===== src/rtl/mcu_port_fifo_if.sv =====
// Signal bundle between mcu_port_fifo and its two neighbours: the MCU port
// channel of the system-control block and the RS232 UART core.
interface mcu_port_fifo_if;
    logic [1:0]  uart_mode;
    logic [23:0] bitrate;
    logic [7:0]  line_cfg;
    logic [31:0] port_status;
    logic [7:0]  port_out_available;
    logic        port_out_strobe;
    logic [7:0]  port_out_data;
    logic [7:0]  port_in_available;
    logic        port_in_strobe;
    logic [7:0]  port_in_data;
    logic        rx_valid;
    logic [7:0]  rx_data;
    logic        tx_valid;
    logic [7:0]  tx_data;
    logic        tx_ready;
    logic        rx_overflow;
    logic        tx_overflow;

    modport slave (
        input  uart_mode, bitrate, line_cfg,
        input  port_out_strobe, port_in_strobe, port_in_data,
        input  rx_valid, rx_data, tx_ready,
        output port_status, port_out_available, port_out_data, port_in_available,
        output tx_valid, tx_data, rx_overflow, tx_overflow
    );

    modport master (
        output uart_mode, bitrate, line_cfg,
        output port_out_strobe, port_in_strobe, port_in_data,
        output rx_valid, rx_data, tx_ready,
        input  port_status, port_out_available, port_out_data, port_in_available,
        input  tx_valid, tx_data, rx_overflow, tx_overflow
    );
endinterface


===== src/rtl/mcu_port_fifo.sv =====
// Byte FIFOs between the system-control MCU port and the UART: RX (UART->MCU)
// and TX (MCU->UART), first-word fall-through, flushed when the UART is deselected.
module mcu_port_fifo #(
    parameter int DEPTH_LOG2 = 4
) (
    input  logic            clk,
    input  logic            reset,
    mcu_port_fifo_if.slave  bus
);
    localparam int CNT_W = DEPTH_LOG2 + 1;
    localparam int RX    = 0;
    localparam int TX    = 1;

    function automatic logic [7:0] sat8(input logic [8:0] v);
        return v[8] ? 8'hFF : v[7:0];
    endfunction

    localparam logic [DEPTH_LOG2-1:0] PTR_ONE  = DEPTH_LOG2'(1);
    localparam logic [CNT_W-1:0]      CNT_ONE  = CNT_W'(1);
    localparam logic [CNT_W-1:0]      FULL_CNT = CNT_W'(1) << DEPTH_LOG2;
    localparam logic [8:0]            DEPTH_9  = 9'(FULL_CNT);
    localparam logic [7:0]            IN_AVAIL_RST = sat8(DEPTH_9);

    logic enabled;
    logic en_q, en_d;
    logic flush;
    logic tx_valid;

    logic [1:0]            push_req, pop_req, ovf_evt;
    logic [1:0][7:0]       wr_data, head;
    logic [1:0][CNT_W-1:0] cnt_now, cnt_next;

    logic        rx_ovf_q, rx_ovf_d;
    logic        tx_ovf_q, tx_ovf_d;
    logic [7:0]  out_avail_q, out_avail_d;
    logic [7:0]  in_avail_q, in_avail_d;
    logic [31:0] status_q, status_d;

    assign enabled  = (bus.uart_mode != 2'd0);
    // Falling edge of the enable is what flushes both directions.
    assign flush    = en_q && !enabled;
    assign tx_valid = (cnt_now[TX] != '0) && enabled;

    always_comb begin
        push_req[RX] = bus.rx_valid && enabled;
        push_req[TX] = bus.port_in_strobe && enabled;
        pop_req[RX]  = bus.port_out_strobe;
        pop_req[TX]  = tx_valid && bus.tx_ready;
        wr_data[RX]  = bus.rx_data;
        wr_data[TX]  = bus.port_in_data;
    end

    genvar gi;
    generate
        for (gi = 0; gi < 2; gi++) begin : fifo_g
            logic [DEPTH_LOG2-1:0] wr_ptr_q, wr_ptr_d;
            logic [DEPTH_LOG2-1:0] rd_ptr_q, rd_ptr_d;
            logic [CNT_W-1:0]      count_q, count_d;
            logic [7:0]            mem [2**DEPTH_LOG2];
            logic                  full, empty, push_ok, pop_ok;

            assign full    = (count_q == FULL_CNT);
            assign empty   = (count_q == '0);
            assign pop_ok  = pop_req[gi] && !empty;
            // A same-cycle pop frees the slot, so a push into a full FIFO still lands.
            assign push_ok = push_req[gi] && (!full || pop_ok);
            assign ovf_evt[gi] = push_req[gi] && full && !pop_ok;

            always_comb begin
                wr_ptr_d = wr_ptr_q;
                rd_ptr_d = rd_ptr_q;
                count_d  = count_q;
                if (flush) begin
                    wr_ptr_d = '0;
                    rd_ptr_d = '0;
                    count_d  = '0;
                end else begin
                    if (push_ok) wr_ptr_d = wr_ptr_q + PTR_ONE;
                    if (pop_ok)  rd_ptr_d = rd_ptr_q + PTR_ONE;
                    if (push_ok && !pop_ok)      count_d = count_q + CNT_ONE;
                    else if (pop_ok && !push_ok) count_d = count_q - CNT_ONE;
                end
            end

            always_ff @(posedge clk) begin
                if (reset) begin
                    wr_ptr_q <= '0;
                    rd_ptr_q <= '0;
                    count_q  <= '0;
                end else begin
                    wr_ptr_q <= wr_ptr_d;
                    rd_ptr_q <= rd_ptr_d;
                    count_q  <= count_d;
                end
            end

            always_ff @(posedge clk) begin
                if (push_ok) mem[wr_ptr_q] <= wr_data[gi];
            end

            assign head[gi]     = empty ? 8'h00 : mem[rd_ptr_q];
            assign cnt_now[gi]  = count_q;
            assign cnt_next[gi] = count_d;
        end
    endgenerate

    always_comb begin
        en_d     = enabled;
        rx_ovf_d = rx_ovf_q;
        tx_ovf_d = tx_ovf_q;
        if (flush) begin
            rx_ovf_d = 1'b0;
            tx_ovf_d = 1'b0;
        end else begin
            if (ovf_evt[RX]) rx_ovf_d = 1'b1;
            if (ovf_evt[TX]) tx_ovf_d = 1'b1;
        end
        out_avail_d = sat8(9'(cnt_next[RX]));
        in_avail_d  = sat8(DEPTH_9 - 9'(cnt_next[TX]));
        // The MCU expects the bitrate byte-swapped ahead of the line config.
        status_d    = enabled ? {bus.bitrate[7:0], bus.bitrate[15:8],
                                 bus.bitrate[23:16], bus.line_cfg} : 32'h0;
    end

    always_ff @(posedge clk) begin
        if (reset) begin
            en_q        <= 1'b0;
            rx_ovf_q    <= 1'b0;
            tx_ovf_q    <= 1'b0;
            out_avail_q <= 8'h00;
            in_avail_q  <= IN_AVAIL_RST;
            status_q    <= 32'h0;
        end else begin
            en_q        <= en_d;
            rx_ovf_q    <= rx_ovf_d;
            tx_ovf_q    <= tx_ovf_d;
            out_avail_q <= out_avail_d;
            in_avail_q  <= in_avail_d;
            status_q    <= status_d;
        end
    end

    assign bus.port_status        = status_q;
    assign bus.port_out_available = out_avail_q;
    assign bus.port_out_data      = head[RX];
    assign bus.port_in_available  = in_avail_q;
    assign bus.tx_valid           = tx_valid;
    assign bus.tx_data            = head[TX];
    assign bus.rx_overflow        = rx_ovf_q;
    assign bus.tx_overflow        = tx_ovf_q;
endmodule


===== src/flat_wrapper.sv =====
// flat-port wrapper written by rule: the top's interface ports become plain ports
module mcu_port_fifo_flat 
#(
    parameter int DEPTH_LOG2 = 4
)
  (clk, reset, bus_uart_mode, bus_bitrate, bus_line_cfg, bus_port_out_strobe, bus_port_in_strobe, bus_port_in_data, bus_rx_valid, bus_rx_data, bus_tx_ready, bus_port_status, bus_port_out_available, bus_port_out_data, bus_port_in_available, bus_tx_valid, bus_tx_data, bus_rx_overflow, bus_tx_overflow);
  mcu_port_fifo_if bus_i ();
  input  logic clk;
  input  logic reset;
  input wire logic [$bits(bus_i.uart_mode)-1:0] bus_uart_mode;
  input wire logic [$bits(bus_i.bitrate)-1:0] bus_bitrate;
  input wire logic [$bits(bus_i.line_cfg)-1:0] bus_line_cfg;
  input wire logic [$bits(bus_i.port_out_strobe)-1:0] bus_port_out_strobe;
  input wire logic [$bits(bus_i.port_in_strobe)-1:0] bus_port_in_strobe;
  input wire logic [$bits(bus_i.port_in_data)-1:0] bus_port_in_data;
  input wire logic [$bits(bus_i.rx_valid)-1:0] bus_rx_valid;
  input wire logic [$bits(bus_i.rx_data)-1:0] bus_rx_data;
  input wire logic [$bits(bus_i.tx_ready)-1:0] bus_tx_ready;
  output wire logic [$bits(bus_i.port_status)-1:0] bus_port_status;
  output wire logic [$bits(bus_i.port_out_available)-1:0] bus_port_out_available;
  output wire logic [$bits(bus_i.port_out_data)-1:0] bus_port_out_data;
  output wire logic [$bits(bus_i.port_in_available)-1:0] bus_port_in_available;
  output wire logic [$bits(bus_i.tx_valid)-1:0] bus_tx_valid;
  output wire logic [$bits(bus_i.tx_data)-1:0] bus_tx_data;
  output wire logic [$bits(bus_i.rx_overflow)-1:0] bus_rx_overflow;
  output wire logic [$bits(bus_i.tx_overflow)-1:0] bus_tx_overflow;
  assign bus_i.uart_mode = bus_uart_mode;
  assign bus_i.bitrate = bus_bitrate;
  assign bus_i.line_cfg = bus_line_cfg;
  assign bus_i.port_out_strobe = bus_port_out_strobe;
  assign bus_i.port_in_strobe = bus_port_in_strobe;
  assign bus_i.port_in_data = bus_port_in_data;
  assign bus_i.rx_valid = bus_rx_valid;
  assign bus_i.rx_data = bus_rx_data;
  assign bus_i.tx_ready = bus_tx_ready;
  assign bus_port_status = bus_i.port_status;
  assign bus_port_out_available = bus_i.port_out_available;
  assign bus_port_out_data = bus_i.port_out_data;
  assign bus_port_in_available = bus_i.port_in_available;
  assign bus_tx_valid = bus_i.tx_valid;
  assign bus_tx_data = bus_i.tx_data;
  assign bus_rx_overflow = bus_i.rx_overflow;
  assign bus_tx_overflow = bus_i.tx_overflow;
  mcu_port_fifo #(.DEPTH_LOG2(DEPTH_LOG2)) u_core (.clk(clk), .reset(reset), .bus(bus_i));
endmodule

===== config.mk =====
export PLATFORM = sky130hd
export DESIGN_NAME = mcu_port_fifo_flat
export DESIGN_NICKNAME = d
export VERILOG_FILES = /design/src/rtl/mcu_port_fifo_if.sv /design/src/rtl/mcu_port_fifo.sv /design/src/flat_wrapper.sv
export SDC_FILE = /design/constraint.sdc
export NUM_CORES = 1
export LEC_CHECK = 0
export ABC_AREA = 1
export BUFFER_PORTS_ARGS = -buffer_cell sky130_fd_sc_hd__buf_2
export CELL_PAD_IN_SITES_DETAIL_PLACEMENT = 1
export CELL_PAD_IN_SITES_GLOBAL_PLACEMENT = 1
export CORE_MARGIN = 2
export CORE_UTILIZATION = 25
export DETAILED_ROUTE_END_ITERATION = 8
export HOLD_SLACK_MARGIN = 0.05
export PLACE_DENSITY_LB_ADDON = 0.1
export RECOVER_POWER = 100
export SYNTH_ARGS = -nofsm -noshare
export SYNTH_HDL_FRONTEND = slang
export SYNTH_SLANG_ARGS = --single-unit

===== constraint.sdc =====
create_clock -name clk -period 2.7 [get_ports clk]
set_input_delay 0.135 -clock clk [delete_from_list [all_inputs] [get_ports clk]]
set_output_delay 0.135 -clock clk [all_outputs]
set_load 0.005 [all_outputs]

-- Word-level counts from Yosys, hierarchy flattened
Memory sizes are Yosys's and may differ from the RTL's. A register that Yosys moved wholly into a read port is not among the register bits.
Index checks and enable logic that the tools add are counted.
- add/subtract/negate cells: 9
- eq/ne operators: 2
- mux-type cells: 17
- reductions and logical operators: 35
- bitwise gates (word level): 1
- operators by type and width (cell ; number):
    two-way mux 5 bit ; 6
    two-way mux 8 bit ; 3
    logical AND 1 bit ; 17
    adder 4 x 1 -> 4 bit, second input constant ; 4
    two-way mux 4 bit ; 4
    adder 5 x 1 -> 5 bit, second input constant ; 2
    equality test 5 bit, second input constant ; 2
    zero test 5 bit ; 2
    subtractor 5 x 1 -> 5 bit, second input constant ; 2
    zero test 1 bit ; 9
    OR reduction 2 bit ; 3
    subtractor 5 x 5 -> 6 bit, first input constant ; 1
    nonzero test 5 bit ; 1
    two-way mux 1 bit ; 4
    logical OR 1 bit ; 2
    nonzero test 2 bit ; 1
    NOT 1 bit ; 1
- output and inout port bits: 67
- logic and storage cells: 79
- memories: 2
- flip-flop bits (word level): 72
- bits in writable memories: 256
- input bits: 56
- memory list (name ; depth ; width ; rd ports ; clocked after memory_dff ; write ports ; RTL line ; source):
    u_core.fifo_g[0].mem ; 16 ; 8 ; 1 ; 1 ; 1 ; mcu_port_fifo.sv:59 ; logic [7:0] mem [2**DEPTH_LOG2];
    u_core.fifo_g[1].mem ; 16 ; 8 ; 1 ; 1 ; 1 ; mcu_port_fifo.sv:59 ;

-- Longest topological paths before layout
Gate-level depths: netlist (run 1).
- word-level depth: 13
- gate-level depth with buffers: 16
- depth with buffers taken out: 16

-- Worst setup path after synthesis (run 1)
No wires, ideal clock.
- kind: flip-flop to flip-flop
- from: reg u_core.fifo_g[0].count_q[1]
- to: reg u_core.fifo_g[0].count_q[4]
- data required time: 2.581 ns
- path buffers: 0
- slack: 0.320 ns
- arrival: 2.261 ns
- cell stages (with the launch flop): 17
- period minus slack after synthesis: 2.380 ns
- setup time: 0.119 ns
- cells stage by stage: dfxtp_1 > nor2_1 > nand3_1 > nor3_1 > inv_1 > nand2_1 > inv_1 > ha_1 > inv_1 > ha_1 > a21o_1 > a21oi_1 > nor2_1 > nor2_1 > nand2_1 > o21ai_0 > a21oi_1
- word-level cells in the longest chain between the ends: 10
- elaborated cells between the ends (all ways): 16
- classes of those cells: add/sub (2); eq/ne (1); mux (3); reduce/logical (10)
- RTL lines (what ; RTL line ; source):
    start, declared ; mcu_port_fifo.sv:58 ; logic [CNT_W-1:0] count_q, count_d;
    start signal, assigned ; mcu_port_fifo.sv:93 ; count_q <= count_d;
    zero test 5 bit ; mcu_port_fifo.sv:63 ; assign empty = (count_q == '0);
    zero test 1 bit ; mcu_port_fifo.sv:64 ; assign pop_ok = pop_req[gi] && !empty;
    logical AND 1 bit ; mcu_port_fifo.sv:64 ;
    logical OR 1 bit (*) ; mcu_port_fifo.sv:66 ; assign push_ok = push_req[gi] && (!full || pop_ok);
    logical AND 1 bit (*) ; mcu_port_fifo.sv:66 ;
    named net u_core.fifo_g[0].push_ok ; mcu_port_fifo.sv:60 ; logic full, empty, push_ok, pop_ok;
    zero test 1 bit ; mcu_port_fifo.sv:81 ; else if (pop_ok && !push_ok) count_d = count_q - CNT_ONE;
    logical AND 1 bit ; mcu_port_fifo.sv:81 ;
    two-way mux 5 bit ; mcu_port_fifo.sv:81 ;
    two-way mux 5 bit (*) ; mcu_port_fifo.sv:80 ; if (push_ok && !pop_ok) count_d = count_q + CNT_ONE;
    two-way mux 5 bit (*) ; mcu_port_fifo.sv:73 ; if (flush) begin
Mark *: on every way through the listed nets, which the timed path passes. The rest lies on a longest branch.
A chain may end at the register's enable or synchronous reset.

==> results of run 1 <==
[area by class of cell]
class | count | area share (%)
sequential | 331 | 55.6
multi-input combinational | 644 | 20.6
timing repair buffer | 224 | 9.00
clock buffer | 54 | 6.50
tap | 688 | 5.21
inverter | 89 | 2.03
clock inverter | 21 | 1.08
[per-stage QoR]
step	hold slack [ns]	util (%)	cell area [sq um]	power, mW	TNS, ns
final	0.113	31.6	16500	13.6	0
after floorplan	0.234	-	13200	7.39	0
after global placement	0.347	28.2	14800	8.51	0
after CTS	0.0915	31.7	16600	13.9	0
after global routing	0.147	31.6	16500	14.3	-0.0152
after detailed placement	0.356	28.2	14800	8.51	0
[logic make-up after synthesis]
group,count (synthesis),synth area share (%)
compound gates,257,11.4
simple gates,359,12.0
xor+xnor,7,0.465
other cells,1,0.0285
flops,331,69.7
fa+ha+maj,18,1.77
buf+inv,148,4.58
[worst max-delay path: stages, from the launching register on]
cell and delay, ns:
dfxtp_2 0.34, inv_2 0.27, buf_6 0.29, o21ai_0 0.12, o221ai_1 0.18, nand3_1 0.17, a21oi_1 0.29, buf_2 0.17
[Yosys cell counts, drive strengths merged, types with 3 or more instances]
cell / count
edfxtp: 256
nor2: 242
o21ai: 151
inv: 88
dfxtp: 75
nand2: 64
o221ai: 48
clkbuf: 44
nand3: 42
a21oi: 37
ha: 17
o22ai: 16
buf: 15
nand4: 8
xnor2: 4
nor3: 3
xor2: 3
[metal layers]
| metal | GRT usage [%] | vias up | routed length [microns] |
|---|---|---|---|
| li1 | - | 4391 | - |
| met1 | 19.6 | 4521 | 18400 |
| met2 | 23.1 | 156 | 18000 |
| met3 | 3.00 | 59 | 1880 |
| met4 | 4.41 | 0 | 930 |
| met5 | 0 | - | 0 |
[repair_timing]
action / in CTS / in global routing
setup endpoints to repair: 0 / 10
endpoints found under the hold margin: 296 / 0
gates resized for setup: 0 / 7
hold buffers: 56 / 0
[final timing paths]
kind / start / end / slack [ns]
worst max-delay path: flop / bus_tx_data[7] / 0.16
worst min-delay path: bus_port_in_strobe / u_core.fifo_g[1].count_q[1] / 0.11
worst max register to register: u_core.fifo_g[0].count_q[1] / u_core.fifo_g[0].count_q[4] / 0.22
worst min register to register: u_core.fifo_g[0].rd_ptr_q[3] / flop / 0.47
[sequential cells by signal (all words and copies together), names as in the netlist, named ones only]
name,flops
u_core.fifo_g.mem,256
u_core.bus.port_status,32
u_core.bus.rx_overflow,1
u_core.fifo_g.rd_ptr_q,8
u_core.en_q,1
u_core.bus.port_in_available,6
u_core.bus.tx_overflow,1
u_core.fifo_g.wr_ptr_q,8
u_core.fifo_g.count_q,10
[power breakdown]
part / total (mW) / internal, mW / switching (mW)
logic: 2.62 / 0.919 / 1.70
clock network: 5.17 / 2.93 / 2.24
registers: 5.77 / 5.67 / 0.0997
==> results.sh, run 1 <==
export IMPL_status="finished with violations"
export IMPL_violations="capacitance limit, slew limit"
export IMPL_ys_flop_type="edfxtp_1"
export IMPL_dp_cells=1920
export IMPL_first_global_vias=9647
export IMPL_synth_area_leaders="edfxtp_1 (58%), dfxtp_1 (11%), nor2_1 (6.7%)"
export IMPL_drc_errors=0
export IMPL_multi_input_area_sq_um=3400
export IMPL_ys_ff_latch=331
export IMPL_yosysTopAreaCell="edfxtp_1"
export IMPL_synthDistinctLibCells=39
export IMPL_drt_iter0_drc=499
export IMPL_reg2regPathDepth=16
export IMPL_path_clk_slew_ns=0.06
export IMPL_dp_final_hpwl_mm=24.7
export IMPL_die_x_microns=234
export IMPL_final_cell_mix="edfxtp_1 (256), nor2_1 (234), o21ai_0 (147)"
export IMPL_synth_top_area_share_pct=58.3
export IMPL_cp_end_kind="primary output"
export IMPL_fin_crit_sh_pct=94.0
export IMPL_final_common_cell="edfxtp_1"
export IMPL_fin_crit_ns=2.54
export IMPL_cts_tree="done"
export IMPL_p_leak_nw=5.96
export IMPL_worstMarginPinSlew_ns=1.54
export IMPL_syn_inst=1121
export IMPL_cts_setup_buffers=0
export IMPL_core_area_sq_um=52300
export IMPL_cts_sinks=331
export IMPL_wl_per_cell_microns=19.1
export IMPL_vias=9127
export IMPL_finalSetupViolCount=0
export IMPL_yosysWarnings=0
export IMPL_crit_type="flop to primary output"
export IMPL_clock_tree_root_cell="clkbuf_16"
export IMPL_synth_async_reset_ratio_pct=0
export IMPL_via_per_inst=4.45
export IMPL_cp_required_ns=2.57
export IMPL_path_max_fanout=26
export IMPL_cellPowerDensity_nw_per_um2=821
export IMPL_synth_seq_area_share_pct=69.7
export IMPL_min_path_type="input pin to flop"
export IMPL_worstSkewPairLatency_ns=0.59
export IMPL_layout_nets=1405
export IMPL_routabilityCongestion=0.724
export IMPL_syn_to_final_growth_pct=25.4
export IMPL_antenna_cells=0
export IMPL_fin_worst_skew_ns=0.0206
export IMPL_io_buffers=119
export IMPL_ant_nets=0
export IMPL_dieArea_sq_um=54600
export IMPL_slew_viol_final=33
export IMPL_cts_path_max_buffers=3
export IMPL_rows=84
export IMPL_drt_first_pass_iters=4
export IMPL_drive_gt1_share_pct=14.5
export IMPL_hold_depth=6
export IMPL_syn_avg_cell_area_sq_um=11.8
export IMPL_n_fill_cell=5795
export IMPL_timing_fmax_mhz=394
export IMPL_io_pin_count=123
export IMPL_synth_edf_count=256
export IMPL_register_area_sq_um=9190
export IMPL_grt_max_degree=65
export IMPL_overflow=0
export IMPL_dieHeight_microns=234
export IMPL_vdd_ir_drop_max_mv=0.453
export IMPL_cap_viol_max_count=1
export IMPL_routed_wl_mm=39.2
export IMPL_syn_area_sq_um=13200
export IMPL_stdcell_count=2051
export IMPL_start_util_pct=25.2
export IMPL_numCtsBuffers=41
export IMPL_finalWorstSetupSlack_ns=0.161
export IMPL_antenna_found_initial=0
export IMPL_dp_slack_ns=0.147
export IMPL_hold_viol_final=0
export IMPL_cts_max_level=2
export IMPL_grt_usage_pct=14.4
export IMPL_cp_arrival_ns=2.40
export IMPL_grt_pass1_wl_mm=58.9
export IMPL_worst_setup_path_start_kind="flop"
export IMPL_relSlewSlack_pct=-2.87
Power figures use the tool's default switching activity.
==> run 2: changes to the inputs <==
- PLACE_DENSITY: not set -> 0.58
- PLACE_DENSITY_LB_ADDON: 0.1 -> not set
==> run 2 against run 1 <==
- the flow now finishes without violations
- utilization decreased by 0.14 points
- combinational power decreased by 3%
- clock skew decreased by 0.0050 ns
- total power increased by 0.42%
- fmax about the same
- global-route usage decreased by 0.84 points
- non-clock buffer count decreased by 4
- first-iteration DRC count decreased by 1.6%
- worst hold slack got worse by 0.0017 ns
- setup slack improved by 0.0022 ns
- design area decreased by 0.43%
- via count increased by 0.42%
- critical path type unchanged
- highest routed layer unchanged
==> results.sh, run 2 (same netlist as run 1, synthesis figures left out) <==
export IMPL_path_max_fanout=50
export IMPL_largest_reg_flops=256
export IMPL_final_common_cell="edfxtp_1"
export IMPL_rsz0062_at_grt="false"
export IMPL_io_pin_count=123
export IMPL_ff2ff_setup_slack_ns=0.27
export IMPL_drc_errors=0
export IMPL_routabilityCongestion=0.787
export IMPL_cellPowerDensity_nw_per_um2=828
export IMPL_io_buffers=119
export IMPL_cts_sinks=331
export IMPL_relSlewSlack_pct=33.5
export IMPL_syn_to_final_growth_pct=24.9
export IMPL_min_path_type="input pin to flop"
export IMPL_first_global_vias=9752
export IMPL_routed_wl_mm=37.0
export IMPL_finalSetupViolCount=0
export IMPL_ant_nets=0
export IMPL_overflow=0
export IMPL_cts_path_max_buffers=3
export IMPL_die_x_microns=234
export IMPL_grt_max_degree=51
export IMPL_fin_worst_skew_ns=0.0156
export IMPL_dieArea_sq_um=54600
export IMPL_dp_cells=1917
export IMPL_layout_nets=1398
export IMPL_top_register="u_core.fifo_g.mem"
export IMPL_cts_tree="done"
export IMPL_hold_depth=6
export IMPL_core_area_sq_um=52300
export IMPL_antenna_cells=0
export IMPL_clock_tree_root_cell="clkbuf_16"
export IMPL_vias=9165
export IMPL_rows=84
export IMPL_final_cell_mix="edfxtp_1 (256), nor2_1 (237), o21ai_0 (149)"
export IMPL_antenna_found_initial=0
export IMPL_worstMarginPinSlew_ns=0.993
export IMPL_fin_area_sq_um=16500
export IMPL_switching_share_pct=29.1
export IMPL_clkPwrFrac_pct=38.5
export IMPL_vdd_ir_drop_max_mv=0.419
export IMPL_grt_pass1_wl_mm=56.7
export IMPL_cp_end_kind="primary output"
export IMPL_wl_per_cell_microns=18.1
export IMPL_dieHeight_microns=234
export IMPL_path_clk_slew_ns=0.06
export IMPL_grt_usage_pct=13.6
export IMPL_p_int_mw=9.66
export IMPL_status="finished, final reports clean"
export IMPL_drt_first_pass_iters=5
export IMPL_drt_iter0_drc=491
export IMPL_dpl_instance_area_sq_um=14700
export IMPL_finalSetupTns_ns=0
export IMPL_cp_arrival_ns=2.40
export IMPL_cp_required_ns=2.57
export IMPL_dp_final_hpwl_mm=23.8
export IMPL_timing_fmax_mhz=394
export IMPL_start_util_pct=25.2
export IMPL_fin_crit_sh_pct=94.0
export IMPL_drive_gt1_share_pct=13.5
export IMPL_p_comb_share_pct=18.7
export IMPL_fin_crit_ns=2.54
export IMPL_numCtsBuffers=38
export IMPL_p_seq_share_pct=42.9
export IMPL_final_util_pct=31.4
export IMPL_net_switching_power_mw=3.96
export IMPL_hold_viol_final=0
export IMPL_cap_viol_max_count=0
export IMPL_worstSkewPairLatency_ns=0.56
export IMPL_slew_viol_final=0
export IMPL_p_leak_nw=5.91
export IMPL_crit_type="flop to primary output"
export IMPL_cts_max_level=2
export IMPL_reg2regPathDepth=15
export IMPL_stdcell_count=2042
export IMPL_via_per_inst=4.49
export IMPL_worst_setup_path_start_kind="flop"
-- run 2: area by class of cell --
cell class | instances | area, sq um
inverter | 89 | 337
fill | 5911 | 35900
clock buffer | 47 | 1010
timing repair buffer | 220 | 1400
tap | 688 | 861
multi-input combinational | 644 | 3390
clock inverter | 23 | 264
sequential | 331 | 9190
-- run 2: metal layers --
layer	track usage, %	vias up	part of all wire, %
li1	-	4371	-
met1	17.5	4571	45
met2	23.1	175	49
met3	2.56	48	4.1
met4	4.09	0	2.1
met5	0	-	0
-- run 2: critical path: stages (launching register included) --
cell and delay [ns]:
dfxtp_2 0.55, buf_12 0.27, o21ai_0 0.15, o221ai_1 0.35
nand3_1 0.18, a21oi_1 0.19, clkbuf_1 0.14
-- run 2: worst paths after layout --
kind                                 from                      endpoint
max reg2reg   u_core.fifo_g[0].count_q[2]   u_core.fifo_g[0].count_q[4]
min reg2reg  u_core.fifo_g[0].rd_ptr_q[3]  u_core.fifo_g[0].rd_ptr_q[3]
min                    bus_port_in_strobe   u_core.fifo_g[1].count_q[3]
max                                  flop                bus_tx_data[6]
-- run 2: power by group through the flow --
stage / Sequential, mW / Clock [mW] / Combinational, mW
floorplan: 5.87 / 0 / 1.52
global placement: 5.93 / 0 / 2.46
detailed placement: 5.94 / 0 / 2.51
CTS: 5.83 / 5.41 / 2.59
global route: 5.87 / 5.58 / 2.86
finish: 5.84 / 5.24 / 2.54
-- run 2: stage by stage --
step | power, mW | worst slack (ns) | hold WS, ns
6_report | 13.6 | 0.163 | 0.111
5_1_grt | 14.3 | 0.0000586 | 0.121
4_1_cts | 13.8 | 0.0205 | 0.0698
3_5_place_dp | 8.45 | 0.0814 | 0.356
3_3_place_gp | 8.39 | 0.183 | 0.348
2_1_floorplan | 7.39 | 0.320 | 0.234
-- run 2: repair_timing --
action	4_1_cts	5_1_grt
hold endpoints to repair	305	0
buffers inserted	0	1
endpoints found under the setup margin	5	12
hold buffers	54	0
gates cloned	0	0
resized for setup	1	14
pin swaps	0	1
==> run 3: changes to the inputs <==
- CORE_UTILIZATION: 25 -> 48
- PLACE_DENSITY: 0.58 -> 0.91
==> run 3 against run 2 <==
- via count rose by 8.5%
- design area fell by 4.3%
- worst hold slack improved by 0.0054 ns
- flip-flop and latch count unchanged
- clock skew grew 0.014 ns
- utilization grew 27 points
- sequential share of layout area up 2.5 points
- combinational power rose by 6%
- total power is 3.5% lower
==> results.sh, run 3 (same netlist as run 1, synthesis figures left out) <==
export IMPL_io_buffers=119
export IMPL_crit_type="flop to primary output"
export IMPL_layout_nets=1394
export IMPL_drt_iter0_drc=968
export IMPL_numCtsBuffers=35
export IMPL_vias=9940
export IMPL_grt_usage_pct=28.7
export IMPL_worstSkewPairLatency_ns=0.53
export IMPL_hold_viol_final=0
export IMPL_wl_per_cell_microns=24.4
export IMPL_io_pin_count=123
export IMPL_final_cell_mix="edfxtp_1 (256), nor2_1 (236), o21ai_0 (150)"
export IMPL_cp_arrival_ns=2.52
export IMPL_p_leak_nw=5.81
export IMPL_fin_crit_ns=2.66
export IMPL_first_global_vias=10900
export IMPL_cap_viol_max_count=0
export IMPL_vdd_ir_drop_max_mv=0.542
export IMPL_slew_viol_final=0
export IMPL_top_register="u_core.fifo_g.mem"
export IMPL_dieHeight_microns=170
export IMPL_p_seq_share_pct=44.1
export IMPL_routabilityCongestion=0.889
export IMPL_net_switching_power_mw=3.96
export IMPL_grt_pass1_wl_mm=62.5
export IMPL_cellPowerDensity_nw_per_um2=835
export IMPL_grt_max_degree=65
export IMPL_drt_first_pass_iters=5
export IMPL_drc_errors=0
export IMPL_clock_tree_root_cell="clkbuf_16"
export IMPL_dpl_instance_area_sq_um=14300
export IMPL_core_area_sq_um=27000
export IMPL_syn_to_final_growth_pct=19.4
export IMPL_timing_fmax_mhz=376
export IMPL_final_common_cell="edfxtp_1"
export IMPL_fin_crit_sh_pct=98.4
export IMPL_via_per_inst=5.90
export IMPL_min_path_type="input pin to flop"
export IMPL_dieArea_sq_um=28800
export IMPL_rows=60
export IMPL_cts_tree="done"
export IMPL_ant_nets=0
export IMPL_relSlewSlack_pct=26.5
export IMPL_p_int_mw=9.19
export IMPL_antenna_cells=0
export IMPL_worstMarginPinSlew_ns=1.10
export IMPL_cp_required_ns=2.57
export IMPL_cts_path_max_buffers=3
export IMPL_start_util_pct=48.9
export IMPL_overflow=0
export IMPL_final_util_pct=58.4
export IMPL_cts_max_level=2
export IMPL_path_max_fanout=26
export IMPL_cp_end_kind="primary output"
export IMPL_p_comb_share_pct=20.4
export IMPL_antenna_found_initial=0
export IMPL_reg2regPathDepth=10
export IMPL_hold_depth=5
export IMPL_clkPwrFrac_pct=35.6
export IMPL_cts_sinks=331
export IMPL_die_x_microns=170
export IMPL_fin_area_sq_um=15700
export IMPL_path_clk_slew_ns=0.06
export IMPL_fin_worst_skew_ns=0.0291
export IMPL_routed_wl_mm=41.1
export IMPL_status="finished, final reports clean"
export IMPL_finalSetupViolCount=0
export IMPL_largest_reg_flops=256
export IMPL_switching_share_pct=30.1
export IMPL_worst_setup_path_start_kind="flop"
export IMPL_drive_gt1_share_pct=13.2
export IMPL_dp_final_hpwl_mm=23.7
run 3: changes by cell type in the layout (fill, tap and decap cells not counted), sizes merged:
cell	delta
buf	+3
bufinv	-3
clkbuf	-3
clkinv	-2
dlygate4sd3	-2
inv	-2
run 3: metal layers:
layer / share of wire (%) / vias to the layer above / global-route usage, %
li1: - / 4362 / -
met4: 4.2 / 0 / 13.1
met2: 50 / 525 / 49.8
met5: 0 / - / 0
met1: 38 / 4922 / 34.8
met3: 7.4 / 131 / 5.50
run 3: metrics by stage:
stage | setup TNS, ns | instances | hold WS (ns) | worst slack, ns | power [mW]
2_1_floorplan | 0 | 1123 | 0.234 | 0.320 | 7.39
5_1_grt | -0.0501 | 1686 | 0.144 | -0.0438 | 13.6
4_1_cts | 0 | 1685 | 0.0704 | 0.0505 | 13.1
3_5_place_dp | 0 | 1571 | 0.357 | 0.0651 | 8.41
3_3_place_gp | 0 | 1571 | 0.348 | 0.199 | 8.23
6_report | 0 | 1686 | 0.116 | 0.0428 | 13.1
run 3: final cells by class:
type | instances | area, sq um
tap | 341 | 427
fill | 2838 | 11200
clock buffer | 46 | 970
clock inverter | 16 | 123
multi-input combinational | 644 | 3360
inverter | 89 | 337
sequential | 331 | 9190
timing repair buffer | 219 | 1340
run 3: worst paths after layout:
kind | endpoint | slack, ns | startpoint
setup / recovery | bus_tx_data[3] | 0.04 | flop
hold / removal | u_core.bus.rx_overflow | 0.12 | bus_rx_valid
setup reg to reg | u_core.fifo_g[1].mem[7][4] | 0.18 | u_core.fifo_g[1].count_q[0]
hold reg to reg | u_core.bus.rx_overflow | 0.50 | u_core.bus.rx_overflow
run 3: worst max-delay path, stage by stage (launching register included):
cell	delay [ns]
dfxtp_2	0.36
clkinv_2	0.31
buf_4	0.35
o21ai_0	0.34
o221ai_1	0.19
nand3_1	0.19
a21oi_1	0.09
buf_2	0.16
run 3: timing repair:
action	in CTS	in global routing
hold buffers	52	0
resized for setup	0	8
hold endpoints to repair	245	0
endpoints found under the setup margin	0	10
setup buffers	0	1
run 3: power by group through the flow:
stage | Clock (mW) | Combinational (mW) | Sequential (mW)
4_1_cts | 4.71 | 2.66 | 5.78
6_report | 4.68 | 2.68 | 5.79
3_3_place_gp | 0 | 2.36 | 5.87
5_1_grt | 4.87 | 2.92 | 5.81
2_1_floorplan | 0 | 1.52 | 5.87
3_5_place_dp | 0 | 2.53 | 5.88
